**src/rtl/vga_timing_gen.sv**
```systemverilog
// rtl/vga_timing_gen.sv - free-running VGA raster timing generator
// Pixel divider, h/v raster counters, registered video outputs and delayed syncs.
module vga_timing_gen #(
  parameter int CLK_DIV    = 4,
  parameter int H_ACTIVE   = 640,
  parameter int H_FP       = 16,
  parameter int H_SYNC     = 96,
  parameter int H_BP       = 48,
  parameter int V_ACTIVE   = 480,
  parameter int V_FP       = 10,
  parameter int V_SYNC     = 2,
  parameter int V_BP       = 33,
  parameter int SYNC_DELAY = 1
) (
  input  logic       clk,
  input  logic       rst_n,
  output logic       pixel_tick,
  output logic       toDisplay,
  output logic [9:0] x,
  output logic [8:0] y,
  output logic       hsync,
  output logic       vsync,
  output logic       frame_start,
  output logic [7:0] frame_count
);

  localparam int H_TOTAL = H_ACTIVE + H_FP + H_SYNC + H_BP;
  localparam int V_TOTAL = V_ACTIVE + V_FP + V_SYNC + V_BP;
  localparam int HW = $clog2(H_TOTAL);
  localparam int VW = $clog2(V_TOTAL);
  localparam int DW = (CLK_DIV > 1) ? $clog2(CLK_DIV) : 1;

  localparam logic [DW-1:0] DIV_LAST = DW'(CLK_DIV - 1);
  localparam logic [HW-1:0] H_LAST   = HW'(H_TOTAL - 1);
  localparam logic [HW-1:0] H_ACT    = HW'(H_ACTIVE);
  localparam logic [HW-1:0] HS_BEG   = HW'(H_ACTIVE + H_FP);
  localparam logic [HW-1:0] HS_END   = HW'(H_ACTIVE + H_FP + H_SYNC - 1);
  localparam logic [VW-1:0] V_LAST   = VW'(V_TOTAL - 1);
  localparam logic [VW-1:0] V_ACT    = VW'(V_ACTIVE);
  localparam logic [VW-1:0] VS_BEG   = VW'(V_ACTIVE + V_FP);
  localparam logic [VW-1:0] VS_END   = VW'(V_ACTIVE + V_FP + V_SYNC - 1);

  logic [DW-1:0] div;
  logic [HW-1:0] h;
  logic [VW-1:0] v;
  logic          div_wrap;
  logic          active;
  logic          pix_origin;
  logic          hs_int;
  logic          vs_int;

  assign div_wrap   = (div == DIV_LAST);
  assign active     = (h < H_ACT) && (v < V_ACT);
  // first clk of pixel (0,0): the divider has just wrapped into this pixel
  assign pix_origin = (div == '0) && (h == '0) && (v == '0);

  always_ff @(posedge clk or negedge rst_n) begin
    if (!rst_n) begin
      div <= '0;
      h   <= '0;
      v   <= '0;
    end else begin
      div <= div_wrap ? '0 : div + 1'b1;
      if (div_wrap) begin
        if (h == H_LAST) begin
          h <= '0;
          v <= (v == V_LAST) ? '0 : v + 1'b1;
        end else begin
          h <= h + 1'b1;
        end
      end
    end
  end

  always_ff @(posedge clk or negedge rst_n) begin
    if (!rst_n) begin
      pixel_tick  <= 1'b0;
      toDisplay   <= 1'b0;
      x           <= '0;
      y           <= '0;
      hs_int      <= 1'b1;
      vs_int      <= 1'b1;
      frame_start <= 1'b0;
      frame_count <= '0;
    end else begin
      pixel_tick  <= div_wrap;
      toDisplay   <= active;
      x           <= active ? 10'(h) : '0;
      y           <= active ? 9'(v) : '0;
      hs_int      <= !((h >= HS_BEG) && (h <= HS_END));
      vs_int      <= !((v >= VS_BEG) && (v <= VS_END));
      frame_start <= pix_origin;
      if (pix_origin) frame_count <= frame_count + 8'd1;
    end
  end

  generate
    if (SYNC_DELAY == 0) begin : g_no_delay
      assign hsync = hs_int;
      assign vsync = vs_int;
    end else begin : g_delay
      logic [SYNC_DELAY-1:0] hs_d;
      logic [SYNC_DELAY-1:0] vs_d;
      always_ff @(posedge clk or negedge rst_n) begin
        if (!rst_n) begin
          hs_d <= '1;
          vs_d <= '1;
        end else begin
          hs_d[0] <= hs_int;
          vs_d[0] <= vs_int;
          for (int i = 1; i < SYNC_DELAY; i++) begin
            hs_d[i] <= hs_d[i-1];
            vs_d[i] <= vs_d[i-1];
          end
        end
      end
      assign hsync = hs_d[SYNC_DELAY-1];
      assign vsync = vs_d[SYNC_DELAY-1];
    end
  endgenerate

endmodule
```
**config.mk**
```make
export PLATFORM = sky130hd
export DESIGN_NAME = vga_timing_gen
export DESIGN_NICKNAME = d
export VERILOG_FILES = /design/src/rtl/vga_timing_gen.sv
export SDC_FILE = /design/constraint.sdc
export NUM_CORES = 1
export LEC_CHECK = 0
export CAP_MARGIN = 30
export CORE_MARGIN = 2
export CORE_UTILIZATION = 62
export CTS_CLUSTER_DIAMETER = 80
export DETAILED_ROUTE_END_ITERATION = 6
export DONT_BUFFER_PORTS = 1
export PLACE_DENSITY = 0.87
export REMOVE_ABC_BUFFERS = 1
export SYNTH_ARGS = -nofsm -noshare
export SYNTH_HDL_FRONTEND = slang
export SYNTH_SLANG_ARGS = --single-unit
```
**constraint.sdc**
```tcl
create_clock -name clk -period 2.05 [get_ports clk]
set_input_delay 0.5125 -clock clk [delete_from_list [all_inputs] [get_ports clk]]
set_output_delay 0.5125 -clock clk [all_outputs]
set_load 0.005 [all_outputs]
```
After elaboration in Yosys (flattened, before gate mapping)
Index checks and enable logic that the tools add are counted.
Word-level totals
  bits of input ports: 2
  register bits after elaboration: 56
  output and inout bits: 32
  word-level logic and storage cells: 42
Cells by class
  equal/unequal tests: 3
  add/sub/neg operators: 4
  reduce and logical (&&, ||, !) cells: 11
  $lt $le $gt $ge: 6
  muxes and demuxes: 5
Operators with widths (count)
  2-to-1 mux 10 bit: 3
  adder 10 x 1 -> 10 bit (second input constant): 2
  equality test 10 bit (second input constant): 2
  logical NOT 10 bit: 2
  greater-or-equal comparator 10 bit (second input constant): 1
  greater-or-equal comparator 10 x 9 -> 1 bit (second input constant): 1
  less-or-equal comparator 10 bit (second input constant): 1
  less-or-equal comparator 10 x 9 -> 1 bit (second input constant): 1
  < comparator 10 bit (second input constant): 1
  < comparator 10 x 9 -> 1 bit (second input constant): 1
  2-to-1 mux 9 bit: 1
  adder 8 x 1 -> 8 bit (second input constant): 1
  logical AND 1 bit: 5
  adder 2 x 1 -> 2 bit (second input constant): 1
  equality test 2 bit (second input constant): 1
  logical NOT 1 bit: 2
  logical NOT 2 bit: 1
  2-to-1 mux 2 bit: 1
  AND reduction 2 bit: 1

Longest topological paths before layout
  word-level depth: 3
  depth in mapped cells: 7
  depth with buffers taken out: 6

Worst setup path before layout
OpenSTA, ideal clock, no wires.
  kind: reg2reg
  start: register h[0]
  end: register frame_count[1]
  setup slack: 0.372 ns
  buffers on the path: 0
  stages on the path, launching flop included: 7
  clock period less this slack: 1.678 ns
  arrival time: 1.553 ns
  data required time: 1.925 ns
  setup time: 0.125 ns
  cell sequence: dfrtp_1 inv_1 ha_1 nor4b_4 nand4_4 nor2_1 mux2_2
On the way
  longest elaborated chain between the ends: 3
Ends and longest elaborated chain
  from (decl): RTL line 44  | logic [HW-1:0] h;
  from (signal assigned): RTL line 69  | h <= h + 1'b1;
  logical NOT 10 bit: RTL line 55  | assign pix_origin = (div == '0) && (h == '0) && (v == '0);
  logical AND 1 bit (2 in series): RTL line 55
  to (signal assigned): RTL line 93  | if (pix_origin) frame_count <= frame_count + 8'd1;
  to (decl): RTL line 24  | output logic [7:0] frame_count
Every way passes these cells.
A chain may end at the register's enable or synchronous reset.

Worst setup path after layout
  start: register h[0]
  end: register frame_count[5]
The elaborated chain is that of the path after synthesis.

==> metrics.md <==
| Metric | Value |
|---|---|
| Status | finished clean |
| Cells after synthesis | 216 |
| Setup violators final | 0 |
| WL/cell | 16.4 µm |
| Max Clk Rate | 545 MHz |
| H-tree depth | 2 |
| Clk sinks | 56 |
| Count leader, synth | dfrtp_1 |
| Gr usage total | 23.5% |
| Power density cells | 655 mW/mm² |
| Start point of the critical path | h[0]$_DFFE_PN0P_ |
| Pin count of the biggest net entering global routing | 53 |
| Slowest cell on crit path | dfrtp_1 |
| Initial Util | 65.3% |
| Mapped cell area | 0.00243 mm² |
| Clk slew on worst S/H paths | 100 ps |
| Detail Placement HPWL | 2970 µm |
| Syn-to-layout area delta | 7.94% |
| CP Capture Type | flop |
| Layout cells sized above 1 | 12.0% |
| Critical path buffer and inverter count | 1 |
| CTS resizes | 0 |
| R2R setup slack | 220 ps |
| Die Ht | 66.6 µm |
| DR vias/cell | 5.89 |
| Commonest cells post-synth | 52 x dfrtp_1, 14 x and2_1, 14 x nand2_1 |
| Crit-path max FO | 7 |
| # diodes | 0 |
| Final core occ | 70.5% |
| 1st-iter DRT viols | 106 |
| Top delay family on crit path | simple AND/OR/NAND/NOR gates |
| CTS tree | yes |
| CTS Buf Count | 5 |
| WS Path Type | reg -> reg |
| CP cell instances | inv_1 -> ha_1 -> nor4b_4 -> nand4_4 -> nor4_1 -> xor2_1 |
| Clock Skews | 8.46 ps |
| Clock Latency Late Sink | 310 ps |
| Seq cells post-synth | 56 |
| Drc violations | 0 |
| Final Slew Violations | 0 |
| Leak Pwr | 1.18 nW |
| Final TNS setup | 0 ps |
| Mean post-synth cell area | 11.2 µm² |
| Nets | 233 |
| FF-to-FF End | frame_count[5]$_DFFE_PN0P_ |
| Initial antenna violation count | 0 |
| Period utilization | 89.5% |
| Via Count | 1,607 |
| RSZ-0062 raised after global routing | false |
| Max-Cap Viols | 0 |
| Final Instance Area | 0.00262 mm² |
| Worst EP required | 2290 ps |
| CP arrival | 2070 ps |
| Ys async rst share | 100% |
| PortBufs | 0 |
| Slew @ Worst Pin | 359 ps |
| Synth top area share | 53.6% |
| Yosys cell types | 38 |
| Die Area | 0.00443 mm² |
| Final min period | 1830 ps |
| Vias in the first global route | 1,498 |
| Max incr delay on CP | 430 ps |
| First-pass GRT wire length | 7690 µm |
| Post-DP Area | 0.00250 mm² |
| CTS max path bufs | 2 |
| Worst R2R Path Depth | 6 |
| Gpl congestion | 0.817 |
| HP Class | in -> async |
| Sequential share of the synthesized area | 58.0% |
| Slew margin rel. | 75.8% |
| Critical Path End | frame_count[5]$_DFFE_PN0P_ |
| Synth Flop Type | dfrtp_1 |
| Power, Total | 1.72 mW |
| Post-synth EDFFs | 0 |
| Final WL | 4470 µm |
| WP depth | 6 |
| Yosys top cell by area | dfrtp_1 |
| Main area contributors after synthesis | dfrtp_1 54%, dfstp_2 4.3%, and2_1 3.6% |
| CTS Root Cell | clkbuf_8 |
| DR pass1 iterations | 4 |
| Overflow after GRT | 0 |
| Detail Route Antenna Nets | 0 |
| Die width | 66.6 µm |
| Peak VDD IR | 0.000283 V |
| Fin. Hold Viols | 0 |
| Critical R2R Launch | h[0]$_DFFE_PN0P_ |
| Rows | 22 |
| Core footprint | 0.00372 mm² |
| Syn. warnings | 0 |
| IO Pins | 34 |
| CP Launch Type | flop |
## cell type report
| class | count | area, µm² |
|---|---|---|
| Timing Repair Buffer | 6 | 65.1 |
| Clock buffer | 6 | 72.6 |
| Tap cell | 48 | 60.1 |
| Clock inverter | 2 | 16.3 |
| Fill cell | 251 | 1100 |
| Sequential cell | 56 | 1410 |
| Multi-Input combinational cell | 142 | 950 |
| Inverter | 13 | 48.8 |
## through the flow
| stage | hold WS [ps] | setup slack, ps | cells |
|---|---|---|---|
| 2_1_floorplan | 217 | 372 | 211 |
| 3_3_place_gp | 218 | 296 | 264 |
| 3_5_place_dp | 218 | 225 | 264 |
| 4_1_cts | 25.1 | 214 | 273 |
| 5_1_grt | 9.11 | 82.0 | 273 |
| 6_report | 30.7 | 216 | 273 |
## state kept, by name, summed over array words and instances, names as in the netlist
signal and flops:
vsync 1, x 10, toDisplay 1, h 10, hs_int 1, div 2
v 10, vs_int 1, hsync 1, y 9, frame_count 8, frame_start 1
pixel_tick 1
## layout by cell type, fill, tap and decap left out, drive strengths merged
master / n
dfrtp: 52
nand2: 15
and2: 14
inv: 13
o21ai: 13
nor3: 12
nand4: 11
nor2: 10
nand3: 10
xor2: 7
ha: 7
nor4: 7
xnor2: 6
clkbuf: 6
buf: 6
o31ai: 5
dfstp: 4
nand2b: 3
and3: 3
a21oi: 3
or2: 2
o22ai: 2
a31oi: 2
nor3b: 2
nor2b: 1
nor4b: 1
and4bb: 1
a22o: 1
and4: 1
or3: 1
mux2: 1
o31a: 1
clkinvlp: 1
clkinv: 1
## worst min-delay path by stage
stage	startpoint	to	slack, ps	depth (start not counted)
detailed placement	rst_n	frame_count[4]$_DFFE_PN0P_	220	0
CTS	rst_n	hsync$_DFF_PN1_	30	0
floorplan	rst_n	div[0]$_DFF_PN0_	220	0
global placement	rst_n	frame_count[2]$_DFFE_PN0P_	220	0
finish	rst_n	hsync$_DFF_PN1_	30	0
global route	rst_n	hsync$_DFF_PN1_	9	0
## per-layer routing
layer	up-vias	track usage (%)	part of all wire [%]	routed length (µm)
li1	773	-	-	-
met1	770	33.0	43	1940
met2	57	35.5	49	2180
met3	7	7.09	6.7	297
met4	0	6.12	1.1	50
met5	-	0	0	0
## timing repair
item,4_1_cts,5_1_grt
hold endpoints to repair,52,0
hold buffers,1,0
buffers inserted,0,0
## report_power, final
part	switching, mW	internal, mW
combinational	0.0185	0.00566
clock	0.344	0.243
sequential	0	1.10
## logic make-up (layout without fill, tap and decap cells)
group	after synthesis	in the layout	synth area share (%)
fa+ha+maj	7	7	3.61
compound gates	27	27	6.60
flops	56	56	58.0
buf+inv	18	27	2.89
simple gates	94	94	23.8
xor+xnor	13	13	4.69
mux	1	1	0.464
Power figures use the tool's default switching activity.
